===== src/rtl/mod_arith_pkg.sv =====
// mod_arith_pkg: shared modular-arithmetic constants and the inverse-engine state type.
`default_nettype none

package mod_arith_pkg;

   localparam int DEF_DATA_WIDTH = 12;
   localparam int DEF_Q          = 3329;

   // Fermat exponent Q-2; its MSB is always 1, so the engine starts with r = a.
   localparam int                        INV_EXP_BITS = $clog2(DEF_Q - 1);
   localparam logic [INV_EXP_BITS-1:0]   INV_EXP      = INV_EXP_BITS'(DEF_Q - 2);

   typedef enum logic [2:0] {
      IDLE     = 3'd0,
      SQR      = 3'd1,
      SQR_WAIT = 3'd2,
      MUL      = 3'd3,
      MUL_WAIT = 3'd4,
      DONE     = 3'd5
   } state_t;

endpackage

`default_nettype wire


===== src/rtl/mod_inv_fermat_if.sv =====
// mod_inv_fermat_if: request/response handshake plus the external multiplier port pair.
`default_nettype none

interface mod_inv_fermat_if
   import mod_arith_pkg::*;
#(
   parameter int DATA_WIDTH = DEF_DATA_WIDTH
);
   logic                  in_valid;
   logic                  in_ready;
   logic [DATA_WIDTH-1:0] a_in;
   logic                  out_valid;
   logic                  out_ready;
   logic [DATA_WIDTH-1:0] inv_out;
   logic                  err_out;
   logic [DATA_WIDTH-1:0] mul_a;
   logic [DATA_WIDTH-1:0] mul_b;
   logic [DATA_WIDTH-1:0] mul_p;
`ifdef MOD_INV_SELFCHECK_EN
   logic                  chk_fail_out;
`endif

   modport slave (
`ifdef MOD_INV_SELFCHECK_EN
      output chk_fail_out,
`endif
      input  in_valid, a_in, out_ready, mul_p,
      output in_ready, out_valid, inv_out, err_out, mul_a, mul_b
   );

   modport master (
`ifdef MOD_INV_SELFCHECK_EN
      input  chk_fail_out,
`endif
      output in_valid, a_in, out_ready, mul_p,
      input  in_ready, out_valid, inv_out, err_out, mul_a, mul_b
   );

endinterface

`default_nettype wire


===== src/rtl/mul_lat_timer.sv =====
// mul_lat_timer: loadable down-counter; o_done is high in the LAT-th cycle after the load cycle.
`default_nettype none

module mul_lat_timer #(
   parameter int LAT = 4
) (
   input  wire logic clk,
   input  wire logic rst,
   input  wire logic i_load,
   output logic      o_done
);
   localparam int c_CNT_W = (LAT > 1) ? $clog2(LAT) : 1;

   logic [c_CNT_W-1:0] r_cnt;
   logic               r_busy;

   always_ff @(posedge clk) begin
      if (!rst) begin
         r_cnt  <= '0;
         r_busy <= 1'b0;
      end else if (i_load) begin
         r_cnt  <= c_CNT_W'(LAT - 1);
         r_busy <= 1'b1;
      end else if (r_busy) begin
         if (r_cnt == '0) r_busy <= 1'b0;
         else             r_cnt  <= r_cnt - c_CNT_W'(1);
      end
   end

   assign o_done = r_busy && (r_cnt == '0);

endmodule

`default_nettype wire


===== src/rtl/mod_inv_fermat.sv =====
// mod_inv_fermat: a^-1 mod Q as a^(Q-2) by square-and-multiply on an external pipelined multiplier.
// Optional MOD_INV_SELFCHECK_EN adds a final r*a==1 check reported on chk_fail_out.
`default_nettype none

module mod_inv_fermat
   import mod_arith_pkg::*;
#(
   parameter int DATA_WIDTH = DEF_DATA_WIDTH,
   parameter int Q          = DEF_Q,
   parameter int MUL_LAT    = 4
) (
   input  wire logic        clk,
   input  wire logic        rst,
   mod_inv_fermat_if.slave  bus
);
   localparam int                    c_IDX_W = $clog2(INV_EXP_BITS);
   localparam logic [DATA_WIDTH-1:0] c_Q     = DATA_WIDTH'(Q);
   localparam logic [DATA_WIDTH-1:0] c_ONE   = DATA_WIDTH'(1);

   state_t                r_state, w_state_nxt, w_step_state;
   logic [DATA_WIDTH-1:0] r_a, w_a_nxt;
   logic [DATA_WIDTH-1:0] r_r, w_r_nxt;
   logic [c_IDX_W-1:0]    r_idx, w_idx_nxt, w_step_idx;
   logic                  r_err, w_err_nxt;
   logic                  r_out_valid, w_ov_nxt;
   logic                  w_load, w_done;
   logic [DATA_WIDTH-1:0] w_mul_a, w_mul_b;
`ifdef MOD_INV_SELFCHECK_EN
   logic                  r_chk, w_chk_nxt, w_step_chk;
   logic                  r_chk_fail, w_chk_fail_nxt;
`endif

   mul_lat_timer #(.LAT(MUL_LAT)) u_timer (
      .clk    (clk),
      .rst    (rst),
      .i_load (w_load),
      .o_done (w_done)
   );

   // Where to go after a capture that completes the current exponent bit.
   always_comb begin
      w_step_idx = r_idx - c_IDX_W'(1);
`ifdef MOD_INV_SELFCHECK_EN
      w_step_chk = 1'b0;
`endif
      if (r_idx == '0) begin
         w_step_idx = r_idx;
`ifdef MOD_INV_SELFCHECK_EN
         w_step_state = MUL;
         w_step_chk   = 1'b1;
`else
         w_step_state = DONE;
`endif
      end else begin
         w_step_state = SQR;
      end
   end

   always_comb begin
      w_state_nxt = r_state;
      w_a_nxt     = r_a;
      w_r_nxt     = r_r;
      w_idx_nxt   = r_idx;
      w_err_nxt   = r_err;
      w_ov_nxt    = r_out_valid;
      w_load      = 1'b0;
      w_mul_a     = '0;
      w_mul_b     = '0;
`ifdef MOD_INV_SELFCHECK_EN
      w_chk_nxt      = r_chk;
      w_chk_fail_nxt = r_chk_fail;
`endif
      case (r_state)
         IDLE: begin
            if (bus.in_valid) begin
               w_a_nxt = bus.a_in;
`ifdef MOD_INV_SELFCHECK_EN
               w_chk_nxt      = 1'b0;
               w_chk_fail_nxt = 1'b0;
`endif
               if ((bus.a_in == '0) || (bus.a_in >= c_Q)) begin
                  w_r_nxt     = '0;
                  w_err_nxt   = 1'b1;
                  w_state_nxt = DONE;
               end else begin
                  w_r_nxt     = bus.a_in;
                  w_err_nxt   = 1'b0;
                  w_idx_nxt   = c_IDX_W'(INV_EXP_BITS - 2);
                  w_state_nxt = SQR;
               end
            end
         end
         SQR: begin
            w_mul_a     = r_r;
            w_mul_b     = r_r;
            w_load      = 1'b1;
            w_state_nxt = SQR_WAIT;
         end
         SQR_WAIT: begin
            if (w_done) begin
               w_r_nxt = bus.mul_p;
               if (INV_EXP[r_idx]) begin
                  w_state_nxt = MUL;
               end else begin
                  w_state_nxt = w_step_state;
                  w_idx_nxt   = w_step_idx;
`ifdef MOD_INV_SELFCHECK_EN
                  w_chk_nxt   = w_step_chk;
`endif
               end
            end
         end
         MUL: begin
            w_mul_a     = r_r;
            w_mul_b     = r_a;
            w_load      = 1'b1;
            w_state_nxt = MUL_WAIT;
         end
         MUL_WAIT: begin
            if (w_done) begin
`ifdef MOD_INV_SELFCHECK_EN
               if (r_chk) begin
                  w_chk_fail_nxt = (bus.mul_p != c_ONE);
                  w_chk_nxt      = 1'b0;
                  w_state_nxt    = DONE;
               end else begin
                  w_r_nxt     = bus.mul_p;
                  w_state_nxt = w_step_state;
                  w_idx_nxt   = w_step_idx;
                  w_chk_nxt   = w_step_chk;
               end
`else
               w_r_nxt     = bus.mul_p;
               w_state_nxt = w_step_state;
               w_idx_nxt   = w_step_idx;
`endif
            end
         end
         DONE: begin
            // First DONE cycle raises out_valid; the handshake then returns to IDLE.
            if (!r_out_valid) begin
               w_ov_nxt = 1'b1;
            end else if (bus.out_ready) begin
               w_ov_nxt    = 1'b0;
               w_state_nxt = IDLE;
            end
         end
         default: w_state_nxt = IDLE;
      endcase
   end

   always_ff @(posedge clk) begin
      if (!rst) begin
         r_state     <= IDLE;
         r_a         <= '0;
         r_r         <= '0;
         r_idx       <= '0;
         r_err       <= 1'b0;
         r_out_valid <= 1'b0;
`ifdef MOD_INV_SELFCHECK_EN
         r_chk       <= 1'b0;
         r_chk_fail  <= 1'b0;
`endif
      end else begin
         r_state     <= w_state_nxt;
         r_a         <= w_a_nxt;
         r_r         <= w_r_nxt;
         r_idx       <= w_idx_nxt;
         r_err       <= w_err_nxt;
         r_out_valid <= w_ov_nxt;
`ifdef MOD_INV_SELFCHECK_EN
         r_chk       <= w_chk_nxt;
         r_chk_fail  <= w_chk_fail_nxt;
`endif
      end
   end

   assign bus.in_ready  = (r_state == IDLE);
   assign bus.out_valid = r_out_valid;
   assign bus.inv_out   = r_out_valid ? r_r : '0;
   assign bus.err_out   = r_out_valid & r_err;
   assign bus.mul_a     = w_mul_a;
   assign bus.mul_b     = w_mul_b;
`ifdef MOD_INV_SELFCHECK_EN
   assign bus.chk_fail_out = r_out_valid & r_chk_fail;
`endif

endmodule

`default_nettype wire


===== src/flat_wrapper.sv =====
// flat-port wrapper written by rule: the top's interface ports become plain ports
module mod_inv_fermat_flat import mod_arith_pkg::*;
#(
   parameter int DATA_WIDTH = DEF_DATA_WIDTH,
   parameter int Q          = DEF_Q,
   parameter int MUL_LAT    = 4
)
  (clk, rst, bus_in_valid, bus_a_in, bus_out_ready, bus_mul_p, bus_in_ready, bus_out_valid, bus_inv_out, bus_err_out, bus_mul_a, bus_mul_b);
  mod_inv_fermat_if #(.DATA_WIDTH(DATA_WIDTH)) bus_i ();
  input  wire logic clk;
  input  wire logic rst;
  input wire logic [$bits(bus_i.in_valid)-1:0] bus_in_valid;
  input wire logic [$bits(bus_i.a_in)-1:0] bus_a_in;
  input wire logic [$bits(bus_i.out_ready)-1:0] bus_out_ready;
  input wire logic [$bits(bus_i.mul_p)-1:0] bus_mul_p;
  output wire logic [$bits(bus_i.in_ready)-1:0] bus_in_ready;
  output wire logic [$bits(bus_i.out_valid)-1:0] bus_out_valid;
  output wire logic [$bits(bus_i.inv_out)-1:0] bus_inv_out;
  output wire logic [$bits(bus_i.err_out)-1:0] bus_err_out;
  output wire logic [$bits(bus_i.mul_a)-1:0] bus_mul_a;
  output wire logic [$bits(bus_i.mul_b)-1:0] bus_mul_b;
  assign bus_i.in_valid = bus_in_valid;
  assign bus_i.a_in = bus_a_in;
  assign bus_i.out_ready = bus_out_ready;
  assign bus_i.mul_p = bus_mul_p;
  assign bus_in_ready = bus_i.in_ready;
  assign bus_out_valid = bus_i.out_valid;
  assign bus_inv_out = bus_i.inv_out;
  assign bus_err_out = bus_i.err_out;
  assign bus_mul_a = bus_i.mul_a;
  assign bus_mul_b = bus_i.mul_b;
  mod_inv_fermat #(.DATA_WIDTH(DATA_WIDTH), .Q(Q), .MUL_LAT(MUL_LAT)) u_core (.clk(clk), .rst(rst), .bus(bus_i));
endmodule

===== config.mk =====
export PLATFORM = sky130hd
export DESIGN_NAME = mod_inv_fermat_flat
export DESIGN_NICKNAME = d
export VERILOG_FILES = /design/src/rtl/mod_arith_pkg.sv /design/src/rtl/mod_inv_fermat_if.sv /design/src/rtl/mul_lat_timer.sv /design/src/rtl/mod_inv_fermat.sv /design/src/flat_wrapper.sv
export SDC_FILE = /design/constraint.sdc
export NUM_CORES = 1
export LEC_CHECK = 0
export ABC_AREA = 1
export BUFFER_PORTS_ARGS = -buffer_cell sky130_fd_sc_hd__buf_2
export CAP_MARGIN = 20
export CORE_UTILIZATION = 55
export DETAILED_ROUTE_END_ITERATION = 8
export PLACE_DENSITY_LB_ADDON = 0.25
export SETUP_SLACK_MARGIN = 0.2
export SYNTH_ARGS = -nofsm -noshare
export SYNTH_HDL_FRONTEND = slang
export SYNTH_HIERARCHICAL = 1
export SYNTH_SLANG_ARGS = --single-unit

===== constraint.sdc =====
create_clock -name clk -period 3.5 [get_ports clk]
set_input_delay 0.35 -clock clk [delete_from_list [all_inputs] [get_ports clk]]
set_output_delay 0.35 -clock clk [all_outputs]
set_load 0.01 [all_outputs]

==> results.sh, run 1 <==
export IMPL_outcome="completed"
export IMPL_crit_path_start_kind="flip-flop"
export IMPL_clock_sink_count=37
export IMPL_grt_start_max_net_pins=29
export IMPL_share_seq_of_total_power_pct=29.3
export IMPL_p_sw_share_pct=47.8
export IMPL_timing_final_max_slew_violations=0
export IMPL_critical_path_buf_inv_count=4
export IMPL_post_cts_resized_instances=0
export IMPL_setup_reg_to_reg_worst_slack_ns=1.65
export IMPL_dr_total_vias=2185
export IMPL_clk_pin_slew_ns=0.08
export IMPL_instances_no_fill=431
export IMPL_initial_core_util_pct=57.8
export IMPL_power_switching_w=0.00106
export IMPL_port_buffer_count=66
export IMPL_cts_root_buffer="sky130_fd_sc_hd__clkbuf_8"
export IMPL_cts_hold_fix_buffers=0
export IMPL_worst_path_max_delay_cell="sky130_fd_sc_hd__dfxtp_1"
export IMPL_critPathCaptureType="primary output"
export IMPL_globalRouteOverflowTotal=0
export IMPL_mappedNetlistArea_um2=2130
export IMPL_die_area_um2=4130
export IMPL_synthesis_yosys_warnings=6
export IMPL_fin_crit_ns=2.28
export IMPL_synth_seq_area_share_pct=34.7
export IMPL_timing_critical_path_mode_cell="sky130_fd_sc_hd__inv_1"
export IMPL_n_antenna_cell=0
export IMPL_data_required_time_at_the_worst_endpoint_ns=3.15
export IMPL_max_freq_mhz=439
export IMPL_postSynthCellCount=321
export IMPL_drive_above_1_share_pct=27.2
export IMPL_final_setup_violation_count=0
export IMPL_critPathArrivalTime_ns=1.93
export IMPL_areaGrowthSynthToFinish_pct=20.3
export IMPL_ant_nets=0
export IMPL_core_area_um2=3690
export IMPL_clkLatencyLatePin_ns=0.29
export IMPL_clock_tree_htree_level_count=2
export IMPL_via_count_of_the_first_global_routing_pass=1957
export IMPL_antenna_violations_before_repair=0
export IMPL_drv_cap=0
export IMPL_timing_clock_skew_ns=0.00412
export IMPL_cts_repair_timing_setup_buffer_count=0
export IMPL_filler_cell_count=334
export IMPL_post_route_period_util_pct=65.0
export IMPL_crit_type="flip-flop to primary output"
export IMPL_worst_path_dominant_cell_family="buffers and inverters"
export IMPL_design_portCount=67
export IMPL_grt_first_pass_wirelength_mm=8.98
export IMPL_floorplan_die_height_um=64.3
export IMPL_layout_nets=412
export IMPL_transition_time_at_the_pin_with_the_least_slew_margin_ns=0.665
export IMPL_die_width_um=64.3
export IMPL_critical_path_max_stage_delay_ns=0.38
export IMPL_p_int_w=0.00116
export IMPL_clockBufferDepth=2
export IMPL_detail_routed_net_length_per_standard_cell_um=12.3
export IMPL_drtIter0Drc=115
export IMPL_synth_area_per_cell_um2=6.64
export IMPL_vias_per_cell=5.07
export IMPL_detailedPlacementHpwl_mm=3.91
export IMPL_syn_num_nets=351
export IMPL_powerDensity_nw_per_um2=865
export IMPL_ir_worst_vdd_mv=0.472
export IMPL_hold_ws_ns=0.316
export IMPL_ys_seq_elements=37
export IMPL_dpl_cell_area_um2=2450
export IMPL_drt_pass1_iterations=6
export IMPL_tritoncts_clock_tree="yes"
export IMPL_cell_by_cell_listing_of_the_critical_path="inv_1, nor2_1, inv_1, nor2_1, inv_1, o22ai_1, buf_2"
export IMPL_place_congestion=0.954
export IMPL_cts_buffers_inserted=5
export IMPL_fin_setup_tns_ns=0
export IMPL_worst_slew_margin_relative_to_its_limit_pct=55.6
export IMPL_crit_path_max_fanout=13
export IMPL_min_delay_path_class="input pin to flip-flop"
export IMPL_grt_util_all_layers_pct=27.9
export IMPL_yosysUniqueCellTypes=23
export IMPL_timing_hold_violations_final=0
export IMPL_post_place_cells=423
export IMPL_p_clk_share_pct=16.8
export IMPL_leakage_nw=1.31
export IMPL_finish_instance_area_um2=2560
export IMPL_detail_route_drc_violations=0
export IMPL_combPwrFrac_pct=53.9
export IMPL_most_common_layout_cells="sky130_fd_sc_hd__buf_2, sky130_fd_sc_hd__inv_1, sky130_fd_sc_hd__nand2_1"
export IMPL_drt_wl_total_mm=5.31
export IMPL_grt_setup_unrepaired="no"
export IMPL_layout_cells_most_common="sky130_fd_sc_hd__buf_2"
export IMPL_std_cell_rows=22
## sequential cells by signal, summed over array words and instances (netlist names), named ones only
| register | flops |
|---|---|
| u_core/r_err | 1 |
| u_core/bus.out_valid | 1 |
| u_core/r_idx | 4 |
| u_core/u_timer/r_cnt | 2 |
| u_core/r_state | 3 |
| u_core/u_timer/r_busy | 1 |
| u_core/r_a | 12 |
| u_core/r_r | 12 |
## metrics by stage
step	power, W	util, %	setup WS, ns
floorplan	0.00162	-	1.95
global placement	0.00181	66.4	1.72
detailed placement	0.00184	66.4	1.61
CTS	0.00221	69.5	1.29
global route	0.00240	69.5	1.02
finish	0.00222	69.5	1.22
## final timing paths
path | from | endpoint | cells past startpoint
worst max register to register | u_core/r_state[1] | u_core/r_r[0] | 10
worst min-delay path | bus_mul_p[7] | u_core/r_r[7] | 3
worst min register to register | u_core/r_a[1] | u_core/r_a[1] | 2
worst max-delay path | u_core/r_state[0] | bus_mul_b[8] | 7
## power by group through the flow
stage	combinational [W]	sequential, W	clock [W]
after floorplan	0.000990	0.000634	0
after global placement	0.00115	0.000655	0
after detailed placement	0.00118	0.000657	0
after CTS	0.00119	0.000648	0.000377
after global routing	0.00134	0.000670	0.000394
final	0.00120	0.000650	0.000372
## routing by layer
metal,track usage (%),vias to the layer above,wire (µm)
met2,43.4,88,2360
met1,37.5,950,2520
met3,5.18,6,379
li1,-,1141,-
met5,0,-,0
met4,11.7,0,50
## synthesized netlist by cell type (all sizes together)
master / count / area, µm²
a21oi: 50 / 318
and2: 1 / 6.26
buf: 4 / 32.5
clkbuf: 8 / 40.0
dfxtp: 37 / 741
ha: 2 / 25.0
inv: 64 / 243
nand2: 59 / 249
nand3: 12 / 60.1
nor2: 36 / 158
nor3: 6 / 35.0
o21ai: 30 / 150
o22ai: 12 / 75.1
## worst min-delay path: stages
cell	delay (ns)
sky130_fd_sc_hd__buf_2	0.09
sky130_fd_sc_hd__a21oi_2	0.04
sky130_fd_sc_hd__a21oi_2	0.09
## kinds of logic after synthesis
kind of cell,count (synthesis),synth area share [%]
compound gates,92,25.5
fa+ha+maj,2,1.17
buf+inv,76,14.8
flops,37,34.7
simple gates,114,23.8
## layout make-up
type                       count  area (µm²)  share of cell area [%]
clock inverter                 3        46.3                    1.80
sequential                    37         741                    28.9
inverter                      64         243                    9.46
timing repair buffer          66         330                    12.9
multi-input combinational    208        1080                    42.0
clock buffer                   5        68.8                    2.68
tap                           48        60.1                    2.34
Power figures use the tool's default switching activity.
==> run 2: changes to the inputs <==
Settings changed: ABC_AREA 1 to 0, CORE_UTILIZATION 55 to 52.
Clock period 3.5 ns to 2.3 ns, I/O delays scaled along.
==> results.sh, run 2 <==
export IMPL_powerDensity_nw_per_um2=683
export IMPL_fin_setup_tns_ns=0
export IMPL_synth_top_area_share_pct=31.9
export IMPL_dpl_cell_area_um2=2640
export IMPL_ant_nets=0
export IMPL_synth_main_ff_cell="sky130_fd_sc_hd__dfxtp_1"
export IMPL_instances_no_fill=397
export IMPL_synthArstFlopShare_pct=0
export IMPL_leakage_nw=1.19
export IMPL_drt_wl_total_mm=6.37
export IMPL_drive_above_1_share_pct=30.3
export IMPL_postSynthCellCount=285
export IMPL_worst_path_dominant_cell_family="simple AND/OR/NAND/NOR gates"
export IMPL_min_delay_path_class="input pin to flip-flop"
export IMPL_data_required_time_at_the_worst_endpoint_ns=2.48
export IMPL_die_area_um2=4740
export IMPL_floorplan_die_height_um=68.9
export IMPL_worst_slew_margin_relative_to_its_limit_pct=32.1
export IMPL_ir_worst_vdd_mv=0.451
export IMPL_detailedPlacementHpwl_mm=4.42
export IMPL_combPwrFrac_pct=28.2
export IMPL_critical_path_buf_inv_count=1
export IMPL_grt_setup_unrepaired="yes"
export IMPL_timing_final_max_slew_violations=0
export IMPL_syn_num_nets=315
export IMPL_dr_total_vias=2344
export IMPL_most_common_layout_cells="sky130_fd_sc_hd__buf_2, sky130_fd_sc_hd__nand2_1, sky130_fd_sc_hd__dfxtp_1"
export IMPL_p_sw_share_pct=32.0
export IMPL_synth_most_common_cell="sky130_fd_sc_hd__nand2_1"
export IMPL_layout_nets=376
export IMPL_transition_time_at_the_pin_with_the_least_slew_margin_ns=1.01
export IMPL_mappedNetlistArea_um2=2320
export IMPL_via_count_of_the_first_global_routing_pass=2073
export IMPL_vias_per_cell=5.90
export IMPL_clockBufferDepth=2
export IMPL_outcome="completed"
export IMPL_share_seq_of_total_power_pct=41.0
export IMPL_p_clk_share_pct=30.7
export IMPL_layout_cells_most_common="sky130_fd_sc_hd__buf_2"
export IMPL_place_congestion=0.846
export IMPL_p_int_w=0.00129
export IMPL_timing_hold_violations_final=0
export IMPL_areaGrowthSynthToFinish_pct=19.6
export IMPL_grt_util_all_layers_pct=28.3
export IMPL_cts_buffers_inserted=5
export IMPL_clk_pin_slew_ns=0.07
export IMPL_tritoncts_clock_tree="yes"
export IMPL_antenna_violations_before_repair=0
export IMPL_synth_seq_area_share_pct=31.9
export IMPL_ys_seq_elements=37
export IMPL_post_route_period_util_pct=88.9
export IMPL_power_switching_w=0.000609
export IMPL_max_freq_mhz=489
export IMPL_detail_route_drc_violations=0
export IMPL_crit_path_max_fanout=6
export IMPL_crit_type="flip-flop to flip-flop"
export IMPL_drt_pass1_iterations=4
export IMPL_synth_top_cells_by_area="sky130_fd_sc_hd__dfxtp_1, sky130_fd_sc_hd__nand2_1, sky130_fd_sc_hd__and2_1"
export IMPL_cell_by_cell_listing_of_the_critical_path="inv_1, ha_4, and2_4, or4bb_1, o22ai_2, and3_1, mux2_1"
export IMPL_final_setup_violation_count=0
export IMPL_layout_top_registers="u_core/r_a: 12 flops, u_core/r_r: 12 flops, u_core/r_idx: 4 flops"
export IMPL_synth_area_per_cell_um2=8.16
export IMPL_initial_core_util_pct=56.1
export IMPL_synthDominantAreaCellType="sky130_fd_sc_hd__dfxtp_1"
export IMPL_finish_instance_area_um2=2780
export IMPL_port_buffer_count=66
export IMPL_drv_cap=0
export IMPL_clock_tree_htree_level_count=2
export IMPL_ys_top_cells_by_count="sky130_fd_sc_hd__nand2_1, sky130_fd_sc_hd__dfxtp_1, sky130_fd_sc_hd__a21oi_1"
export IMPL_detail_routed_net_length_per_standard_cell_um=16.1
export IMPL_worst_path_max_delay_cell="sky130_fd_sc_hd__or4bb_1"
export IMPL_grt_first_pass_wirelength_mm=9.77
export IMPL_post_place_cells=389
export IMPL_cts_hold_fix_buffers=0
export IMPL_crit_path_start_kind="flip-flop"
export IMPL_grt_start_max_net_pins=22
export IMPL_cts_root_buffer="sky130_fd_sc_hd__clkbuf_8"
export IMPL_clock_sink_count=37
export IMPL_critPathCaptureType="flip-flop"
export IMPL_core_area_um2=4140
export IMPL_design_portCount=67
export IMPL_critPathArrivalTime_ns=2.22
export IMPL_globalRouteOverflowTotal=0
export IMPL_synthesis_yosys_warnings=6
export IMPL_yosysUniqueCellTypes=52
export IMPL_critical_path_max_stage_delay_ns=0.49
export IMPL_drtIter0Drc=206
export IMPL_n_antenna_cell=0
export IMPL_timing_clock_skew_ns=0.00834
export IMPL_fin_crit_ns=2.05
export IMPL_overall_power_of_the_completed_layout_w=0.00190
export IMPL_synth_enable_flop_cells=0
export IMPL_die_width_um=68.9
export IMPL_std_cell_rows=23
export IMPL_clkLatencyLatePin_ns=0.29
export IMPL_cts_repair_timing_setup_buffer_count=0
run 2: repair_timing:
item,CTS,global route
endpoints found under the setup margin,1,18
resized for setup,1,4
pin swaps,0,1
run 2: cells by family (layout without fill, tap and decap cells):
family	count (synthesis)	after routing	synth area share, %
flip-flops	37	37	31.9
multiplexers	16	16	7.00
AO/OA/AOI/OAI	64	64	20.7
AND/OR/NAND/NOR	134	134	31.2
XOR/XNOR	1	1	0.377
adder cells (fa/ha/maj)	2	2	1.08
buffers and inverters	31	93	7.86
run 2: final timing paths:
| check | slack (ns) | start | depth (start not counted) | to |
|---|---|---|---|---|
| worst min-delay path | 0.21 | bus_mul_p[0] | 3 | u_core/r_r[0] |
| worst max register to register | 0.25 | u_core/u_timer/r_cnt[0] | 7 | flip-flop |
| worst min register to register | 0.46 | u_core/r_a[2] | 2 | u_core/r_a[2] |
| worst max-delay path | 0.25 | u_core/u_timer/r_cnt[0] | 7 | flip-flop |
run 2: cell type report:
class                           instances  area [µm²]
Sequential cell                        37         742
Multi-Input combinational cell        217        1420
Clock inverter                          1        30.0
Clock buffer                            7        86.3
Fill cell                             370        1360
Inverter                                9        33.8
Tap cell                               50        62.6
Timing Repair Buffer                   76         405
run 2: stage by stage:
stage / hold WS (ns) / setup slack (ns) / util [%]
after detailed placement: 0.454 / 0.187 / 63.8
after global routing: 0.214 / 0.178 / 67.1
after CTS: 0.204 / 0.213 / 66.7
after floorplan: 0.348 / 0.202 / -
after global placement: 0.442 / 0.248 / 63.8
final: 0.207 / 0.254 / 67.1
run 2: layer usage:
layer	global-route usage, %	up-vias	routed length, µm
li1	-	1139	-
met1	38.4	1074	2800
met2	43.4	122	2980
met3	6.25	9	532
met4	10.5	0	67
met5	0	-	0
run 2: worst reg2reg max path, stage by stage (launching register included):
cell and delay [ns]:
sky130_fd_sc_hd__dfxtp_1 0.32, sky130_fd_sc_hd__inv_1 0.10, sky130_fd_sc_hd__ha_4 0.17, sky130_fd_sc_hd__and2_4 0.17, sky130_fd_sc_hd__or4bb_1 0.49, sky130_fd_sc_hd__o22ai_2 0.18, sky130_fd_sc_hd__and3_1 0.20, sky130_fd_sc_hd__mux2_1 0.32
run 2: power by group through the flow:
stage	registers, W	logic, W	clock network, W
2_1_floorplan	0.000763	0.000402	0
3_3_place_gp	0.000788	0.000505	0
3_5_place_dp	0.000791	0.000514	0
4_1_cts	0.000777	0.000518	0.000592
5_1_grt	0.000790	0.000585	0.000622
6_report	0.000780	0.000536	0.000584
==> run 3: changes to the inputs <==
Settings changed: PLACE_DENSITY_LB_ADDON 0.25 to 0.2, REMOVE_ABC_BUFFERS set to 1, SETUP_SLACK_MARGIN 0.2 to not set.
==> results.sh, run 3 (same netlist as run 2, synthesis figures left out) <==
export IMPL_outcome="completed"
export IMPL_floorplan_die_height_um=68.9
export IMPL_p_int_w=0.00114
export IMPL_clock_tree_htree_level_count=2
export IMPL_met3WireLength_um=405
export IMPL_grt_start_max_net_pins=18
export IMPL_hold_path_startpoint="bus_mul_p[0]"
export IMPL_final_setup_violation_count=0
export IMPL_leakage_nw=1.18
export IMPL_drv_cap=0
export IMPL_drive_above_1_share_pct=29.6
export IMPL_die_width_um=68.9
export IMPL_powerDensity_nw_per_um2=637
export IMPL_crit_path_max_fanout=6
export IMPL_data_required_time_at_the_worst_endpoint_ns=2.48
export IMPL_p_clk_share_pct=25.7
export IMPL_clock_sink_count=37
export IMPL_fin_setup_tns_ns=0
export IMPL_core_area_um2=4140
export IMPL_post_route_period_util_pct=92.9
export IMPL_layout_nets=377
export IMPL_crit_type="flip-flop to flip-flop"
export IMPL_antenna_violations_before_repair=0
export IMPL_clk_pin_slew_ns=0.07
export IMPL_power_switching_w=0.000601
export IMPL_overall_power_of_the_completed_layout_w=0.00174
export IMPL_critPathArrivalTime_ns=2.32
export IMPL_min_delay_path_class="input pin to flip-flop"
export IMPL_grt_first_pass_wirelength_mm=9.60
export IMPL_detail_routed_net_length_per_standard_cell_um=15.1
export IMPL_most_common_layout_cells="sky130_fd_sc_hd__buf_2, sky130_fd_sc_hd__nand2_1, sky130_fd_sc_hd__dfxtp_1"
export IMPL_drt_met1_wl_mm=2.66
export IMPL_final_util_pct=66.0
export IMPL_fin_crit_ns=2.14
export IMPL_topRoutingLayerUsed="met4"
export IMPL_cts_buffers_inserted=5
export IMPL_cts_hold_fix_buffers=0
export IMPL_place_congestion=0.965
export IMPL_design_portCount=67
export IMPL_dr_total_vias=2292
export IMPL_transition_time_at_the_pin_with_the_least_slew_margin_ns=0.939
export IMPL_detail_route_drc_violations=0
export IMPL_detailedPlacementHpwl_mm=4.35
export IMPL_hold_path_depth=3
export IMPL_p_sw_share_pct=34.5
export IMPL_n_antenna_cell=0
export IMPL_timing_hold_violations_final=0
export IMPL_die_area_um2=4740
export IMPL_ant_nets=0
export IMPL_max_freq_mhz=468
export IMPL_layout_top_registers="u_core/r_a: 12 flops, u_core/r_r: 12 flops, u_core/r_idx: 4 flops"
export IMPL_drt_pass1_iterations=4
export IMPL_timing_hold_worst_endpoint="u_core/r_r[0]"
export IMPL_timing_final_max_slew_violations=0
export IMPL_initial_core_util_pct=56.1
export IMPL_ff2ff_path_depth=7
export IMPL_dpl_cell_area_um2=2650
export IMPL_critPathCaptureType="flip-flop"
export IMPL_drt_wl_total_mm=6.01
export IMPL_via_count_of_the_first_global_routing_pass=2056
export IMPL_routed_wl_met2_mm=2.85
export IMPL_vias_per_cell=5.76
export IMPL_grt_util_all_layers_pct=27.8
export IMPL_ir_worst_vdd_mv=0.434
export IMPL_globalRouteOverflowTotal=0
export IMPL_clockBufferDepth=2
export IMPL_crit_path_start_kind="flip-flop"
export IMPL_cts_root_buffer="sky130_fd_sc_hd__clkbuf_8"
export IMPL_tritoncts_clock_tree="yes"
export IMPL_layout_cells_most_common="sky130_fd_sc_hd__buf_2"
export IMPL_setup_reg_to_reg_worst_slack_ns=0.16
export IMPL_port_buffer_count=66
export IMPL_worstReg2RegStart="u_core/u_timer/r_cnt[0]"
export IMPL_clkLatencyLatePin_ns=0.30
export IMPL_std_cell_rows=23
export IMPL_critPathLaunch="u_core/u_timer/r_cnt[0]"
export IMPL_finish_instance_area_um2=2730
export IMPL_share_seq_of_total_power_pct=44.5
export IMPL_combPwrFrac_pct=29.8
export IMPL_grt_setup_unrepaired="no"
export IMPL_drtIter0Drc=167
export IMPL_areaGrowthSynthToFinish_pct=17.6
export IMPL_hold_ws_ns=0.196
export IMPL_cts_repair_timing_setup_buffer_count=0
export IMPL_worst_slew_margin_relative_to_its_limit_pct=37.1
export IMPL_timing_clock_skew_ns=0.00480
export IMPL_post_cts_resized_instances=0
[run 3: changes by cell type in the layout (fill, tap and decap cells not counted), sizes merged]
cell	before	now
bufinv	1	0
clkinv	0	2
buf	76	77
clkbuf	7	6
[run 3: critical path: stages, from the launching register on]
cell,delay [ns]
sky130_fd_sc_hd__dfxtp_1,0.33
sky130_fd_sc_hd__inv_1,0.06
sky130_fd_sc_hd__ha_1,0.22
sky130_fd_sc_hd__and2_2,0.22
sky130_fd_sc_hd__or4bb_1,0.48
sky130_fd_sc_hd__o22ai_1,0.19
sky130_fd_sc_hd__and3_1,0.21
sky130_fd_sc_hd__mux2_1,0.32
[run 3: worst max path at each step]
stage,endpoint,cells after the start
6_report,flip-flop,7
5_1_grt,flip-flop,7
3_3_place_gp,flip-flop,7
2_1_floorplan,flip-flop,4
4_1_cts,flip-flop,7
3_5_place_dp,flip-flop,7
[run 3: per-layer routing]
layer,GRT usage (%),vias to the layer above
met4,12.5,0
met3,4.61,11
met5,0,-
li1,-,1147
met2,46.0,77
met1,35.2,1057
[run 3: final cells by class]
| type | count | area, µm² |
|---|---|---|
| Timing Repair Buffer | 77 | 413 |
| Clock buffer | 6 | 72.6 |
| Clock inverter | 2 | 10.0 |
| Inverter | 9 | 33.8 |
| Sequential cell | 37 | 741 |
| Tap cell | 50 | 62.6 |
| Fill cell | 390 | 1410 |
| Multi-Input combinational cell | 217 | 1400 |
[run 3: stage by stage]
step                      cells  setup WS (ns)
after global placement      390          0.248
after global routing        398        0.00483
final                       398          0.162
after detailed placement    390          0.185
after floorplan             263          0.165
after CTS                   398          0.177
[run 3: power by group through the flow]
stage               sequential, W  combinational, W  clock (W)
finish                   0.000776          0.000519   0.000448
global route             0.000784          0.000578   0.000485
CTS                      0.000774          0.000521   0.000452
detailed placement       0.000789          0.000519          0
global placement         0.000785          0.000507          0
floorplan                0.000777          0.000340          0
